`src/rtl/av_config_sequencer.sv`:
```
// Avalon-MM master turning one codec register write into the A/V config slave's I2C command sequence.
// Latency: 8 cycles accept-to-done with no stalls; requests are taken only in IDLE and never queued.
module av_config_sequencer #(
    parameter int unsigned                TIMEOUT_BITS   = 20,
    parameter logic [TIMEOUT_BITS-1:0]    TIMEOUT_CYCLES = 20'hFFFFF
) (
    input  logic        clk,
    input  logic        reset,
    input  logic        req_valid,
    output logic        req_ready,
    input  logic [6:0]  req_reg_addr,
    input  logic [8:0]  req_reg_data,
    output logic        done,
    output logic        error,
    output logic        busy,
    output logic [2:0]  ob_address,
    output logic [3:0]  ob_byteenable,
    output logic        ob_chipselect,
    output logic        ob_read,
    output logic        ob_write,
    output logic [31:0] ob_writedata,
    input  logic [31:0] ob_readdata,
    input  logic        ob_waitrequest
);

    typedef enum logic [3:0] {
        S_IDLE, S_POLL_INIT, S_WR_START, S_WR_BYTE1, S_WR_BYTE2,
        S_WR_STOP, S_RD_STATUS, S_CLR_STATUS, S_DONE
    } state_t;

    localparam logic [TIMEOUT_BITS-1:0] LP_TMAX = TIMEOUT_CYCLES - 1'b1;

    state_t                  r_state;
    state_t                  w_next;
    logic [TIMEOUT_BITS-1:0] r_timer;
    logic [6:0]              r_reg_addr;
    logic [8:0]              r_reg_data;
    logic                    r_error;
    logic                    w_stepping;
    logic                    w_advance;
    logic                    w_timeout;
    logic                    w_accept;
    logic                    w_nak;
    logic                    w_unused_rd;

    assign w_stepping = (r_state != S_IDLE) && (r_state != S_DONE);
    // A poll read that reports init still busy completes on the bus but does not leave the state.
    assign w_advance  = !ob_waitrequest && !((r_state == S_POLL_INIT) && ob_readdata[2]);
    assign w_timeout  = w_stepping && !w_advance && (r_timer == LP_TMAX);
    assign w_accept   = (r_state == S_IDLE) && req_valid;
    assign w_nak      = (r_state == S_RD_STATUS) && !ob_waitrequest
                        && (ob_readdata[0] || ob_readdata[3]);
    assign w_unused_rd = ^{ob_readdata[31:4], ob_readdata[1]};

    always_ff @(posedge clk) begin
        if (!reset) r_state <= S_IDLE;
        else        r_state <= w_next;
    end

    always_comb begin
        w_next = r_state;
        if (w_timeout) begin
            w_next = S_DONE;
        end else begin
            unique case (r_state)
                S_IDLE:       if (req_valid) w_next = S_POLL_INIT;
                S_POLL_INIT:  if (w_advance) w_next = S_WR_START;
                S_WR_START:   if (w_advance) w_next = S_WR_BYTE1;
                S_WR_BYTE1:   if (w_advance) w_next = S_WR_BYTE2;
                S_WR_BYTE2:   if (w_advance) w_next = S_WR_STOP;
                S_WR_STOP:    if (w_advance) w_next = S_RD_STATUS;
                S_RD_STATUS:  if (w_advance) w_next = S_CLR_STATUS;
                S_CLR_STATUS: if (w_advance) w_next = S_DONE;
                S_DONE:       w_next = S_IDLE;
                default:      w_next = S_IDLE;
            endcase
        end
    end

    always_comb begin
        ob_read      = 1'b0;
        ob_write     = 1'b0;
        ob_address   = 3'd0;
        ob_writedata = 32'd0;
        done         = 1'b0;
        unique case (r_state)
            S_POLL_INIT: begin
                ob_read    = 1'b1;
                ob_address = 3'd1;
            end
            S_WR_START: begin
                ob_write     = 1'b1;
                ob_address   = 3'd0;
                ob_writedata = 32'h4;
            end
            S_WR_BYTE1: begin
                ob_write     = 1'b1;
                ob_address   = 3'd2;
                ob_writedata = {24'd0, r_reg_addr, r_reg_data[8]};
            end
            S_WR_BYTE2: begin
                ob_write     = 1'b1;
                ob_address   = 3'd2;
                ob_writedata = {24'd0, r_reg_data[7:0]};
            end
            S_WR_STOP: begin
                ob_write     = 1'b1;
                ob_address   = 3'd0;
                ob_writedata = 32'h2;
            end
            S_RD_STATUS: begin
                ob_read    = 1'b1;
                ob_address = 3'd1;
            end
            S_CLR_STATUS: begin
                ob_write   = 1'b1;
                ob_address = 3'd1;
            end
            S_DONE:  done = 1'b1;
            default: done = 1'b0;
        endcase
        ob_chipselect = ob_read || ob_write;
        ob_byteenable = (ob_read || ob_write) ? 4'b0001 : 4'b0000;
        busy          = (r_state != S_IDLE);
        req_ready     = (r_state == S_IDLE);
        error         = r_error;
    end

    // The watchdog spans a whole state, so repeated init polls share one budget.
    always_ff @(posedge clk) begin
        if (!reset)                 r_timer <= '0;
        else if (r_state != w_next) r_timer <= '0;
        else if (w_stepping)        r_timer <= r_timer + 1'b1;
    end

    always_ff @(posedge clk) begin
        if (!reset) begin
            r_reg_addr <= 7'd0;
            r_reg_data <= 9'd0;
            r_error    <= 1'b0;
        end else if (w_accept) begin
            r_reg_addr <= req_reg_addr;
            r_reg_data <= req_reg_data;
            r_error    <= 1'b0;
        end else if (w_timeout || w_nak) begin
            r_error    <= 1'b1;
        end
    end

endmodule

```
`config.mk`:
```
export PLATFORM = sky130hd
export DESIGN_NAME = av_config_sequencer
export DESIGN_NICKNAME = d
export VERILOG_FILES = /design/src/rtl/av_config_sequencer.sv
export SDC_FILE = /design/constraint.sdc
export NUM_CORES = 1
export LEC_CHECK = 0
export BUFFER_PORTS_ARGS = -buffer_cell sky130_fd_sc_hd__buf_2
export CORE_UTILIZATION = 40
export DETAILED_ROUTE_END_ITERATION = 6
export PLACE_DENSITY = 0.67
export REMOVE_ABC_BUFFERS = 1
export SETUP_SLACK_MARGIN = 0.1
export SLEW_MARGIN = 15
export SYNTH_ARGS = -nofsm -noshare
export SYNTH_HDL_FRONTEND = slang
export SYNTH_SLANG_ARGS = --single-unit
export TNS_END_PERCENT = 5
```
`constraint.sdc`:
```
create_clock -name clk -period 3.6 [get_ports clk]
set_input_delay 0.18 -clock clk [delete_from_list [all_inputs] [get_ports clk]]
set_output_delay 0.18 -clock clk [all_outputs]
set_load 0.01 [all_outputs]
```
==> summary.txt <==
Synthesis
  • Largest cells by area after synthesis: dfxtp_1 35%, buf_4 9.6%, nand2_1 7.1%, a21boi_1 5.1%, nor3_1 4.1%
  • Post-synth top area share: 35.1%
  • Cells after Synth: 287
  • EDFF count, synth: 0
  • Register bit count reported by yosys: 41
  • Post-synth cell types: 41
  • Register area share after synthesis: 35.1%
  • Ys Warns: 0
  • Async SR Flop Fraction: 0%
  • Syn Area/Cell: 8.15 sq um
  • Largest area contributor in the netlist: dfxtp_1
  • Main synth FF type: dfxtp_1
  • Top post-synthesis cells by count: 44 x nand2_1, 41 x dfxtp_1, 30 x buf_4
  • Most common cell in the synthesized netlist: nand2_1
  • Post-Syn Area: 2340 sq um

Critical path
  • Crit-path cells: nor2b_1 -> nor2b_1 -> a22oi_1 -> nor2_1 -> buf_2
  • Critical Path Start Type: flop
  • Most common cell on crit path: nor2b_1
  • Worst setup path class: reg -> out
  • Critical Path Sink Type: output port
  • Crit path arrival time: 2.08 ns
  • Buffers and inverters on the worst path: 1
  • Worst-path fanout max: 10
  • CP max stage cell: dfxtp_1
  • Top delay family on crit path: simple AND/OR/NAND/NOR gates
  • Critical Path RT: 3.42 ns
  • Max stage delay on crit path: 0.54 ns

Routing
  • DR WL/cell: 12.0 um
  • Via/cell ratio: 5.13
  • DR vias: 1986
  • Final ANT Viol Nets: 0
  • Iteration-0 DRC Markers: 126
  • DR pass1 iterations: 4
  • Post-route DRC violation count: 0
  • Total Wirelength: 4630 um

Placed design
  • Port Buffers: 40
  • GP Congestion: 0.772
  • Post-Place Cells: 379
  • Post-DP HPWL: 3140 um

Die
  • I/O pin count: 98
  • Die Ht: 78.5 um
  • Core Area: 5570 sq um
  • Initial Util: 42.0%
  • Area of the die: 6160 sq um
  • FP Rows: 27
  • Die width: 78.5 um

Timing
  • RSZ-0062 raised after global routing: no
  • Fmax: 442 MHz
  • Setup TNS: 0 ns
  • Tmin final: 2.26 ns
  • Worst-margin pin slew: 0.801 ns
  • Final Cycle Share: 62.8%
  • # setup viols final: 0
  • Layout Skew: 0.0152 ns
  • Final Hold Viols: 0
  • Fin. max-slew vios: 0
  • Slew Limit Headroom: 46.2%

GRT
  • GRT met3 Usage: 3.37%
  • Grt met1 use: 19.6%
  • First-pass GRT wire length: 7790 um
  • Largest net degree at the start of global routing: 24
  • GR peak layer: met2
  • Vias in the first global route: 1792
  • Met2 Use GR: 26.3%
  • Total gr overflow: 0
  • Antenna violations before repair: 0
  • Tot GR Track Use: 15.7%

Clocking
  • CTS Hold Bufs: 0
  • Post-CTS Setup Repair Bufs: 0
  • TritonCTS clock tree: built
  • CTS Sinks: 41
  • Clock latency on the worst-skew pair: 0.29 ns
  • Clk buf depth: 2
  • CTS root buffer: clkbuf_8
  • Post-cts resize count: 0
  • Num CTS Buffers: 5
  • H-tree depth reported by CTS: 2
  • Clock Pin Slew Worst Setup and Hold Paths: 0.09 ns

Cells and area
  • Inserted Diodes: 0
  • Fin nets: 368
  • Layout Cells excl Fill: 387
  • Post-layout util: 45.7%
  • Number of fill cells: 570
  • Layout area overhead: 8.98%
  • Share of cells above drive strength 1: 18.7%

Power and ir drop
  • Leakage power: 1.06 nW
  • Worst vdd ir: 0.231 mV
  • PD cells: 390 nW/um^2

Min path
  • Path type of the worst min-delay path: in -> reg

Flow run
  • Max Cap Viol: 0

Outcome
  • Status: completed
state kept, by name, indices dropped and copies added, names as in the netlist:
signal / flops
error: 1
r_timer: 20
r_state: 4
r_reg_data: 9
r_reg_addr: 7
cell usage in the layout (no fill, tap or decap), drive strengths merged, types with 2 or more instances in the layout:
| cell type | Yosys | final |
|---|---|---|
| nand2 | 44 | 44 |
| dfxtp | 41 | 41 |
| buf | 38 | 41 |
| conb | 1 | 28 |
| nor2 | 19 | 19 |
| nor3 | 19 | 19 |
| a21boi | 16 | 16 |
| a211oi | 9 | 9 |
| a21oi | 8 | 8 |
| xor2 | 8 | 8 |
| o31ai | 8 | 8 |
| or4 | 8 | 8 |
| a22oi | 7 | 7 |
| clkbuf | 10 | 6 |
| nand4 | 6 | 6 |
| inv | 5 | 5 |
| a21o | 4 | 4 |
| nand3 | 4 | 4 |
| nor2b | 3 | 3 |
| and2 | 3 | 3 |
| nand2b | 3 | 3 |
| and4 | 3 | 3 |
| xnor2 | 3 | 3 |
| or3 | 2 | 2 |
| nor3b | 2 | 2 |
| and3 | 2 | 2 |
| ha | 2 | 2 |
tightest hold or removal path, stage by stage:
cell	delay [ns]
buf_2	0.09
nand2_1	0.04
a21boi_1	0.05
logic make-up (layout without fill, tap and decap cells):
family | count (synthesis) | count (layout) | share of synthesized area [%]
flip-flops | 41 | 41 | 35.1
adder cells (fa/ha/maj) | 2 | 2 | 1.07
AND/OR/NAND/NOR | 120 | 120 | 26.4
buffers and inverters | 53 | 54 | 14.0
XOR/XNOR | 11 | 11 | 4.12
AO/OA/AOI/OAI | 59 | 59 | 19.2
other | 1 | 28 | 0.160
through the flow:
stage	power (mW)	area (sq um)	hold slack, ns	setup WS, ns
global route	1.04	2550	0.122	1.12
detailed placement	0.616	2430	0.425	1.39
global placement	0.614	2430	0.419	1.41
finish	0.993	2550	0.118	1.34
floorplan	0.571	2130	0.298	1.47
CTS	1.00	2550	0.111	1.37
worst paths after layout:
kind                    from              end  slack (ns)  cells past startpoint
max               r_state[2]  ob_writedata[4]        1.34                      5
min          req_reg_data[8]    r_reg_data[8]        0.12                      3
max reg2reg       r_state[0]       r_timer[4]        1.39                      3
min reg2reg    r_reg_data[0]    r_reg_data[0]        0.45                      2
cell type report:
| type | instances | area [sq um] | area share [%] |
|---|---|---|---|
| clock buffers | 6 | 82.6 | 3.24 |
| clock inverters | 2 | 37.5 | 1.47 |
| inverters | 5 | 18.8 | 0.736 |
| multi-input cells | 220 | 1290 | 50.7 |
| flip-flops and latches | 41 | 821 | 32.2 |
| well taps | 72 | 90.1 | 3.53 |
| repair buffers | 41 | 208 | 8.15 |
layer usage:
metal	wire length (um)	vias to the layer above	part of all wire, %
met5	0	-	0
met4	85	0	1.8
met3	159	8	3.4
met2	2190	47	47
met1	2190	931	47
li1	-	1000	-
report_power, final:
part	switching, mW	internal, mW
Sequential	0.0139	0.469
Combinational	0.0809	0.0417
Clock	0.162	0.226
Note: power is estimated with default switching activity, not from simulation.
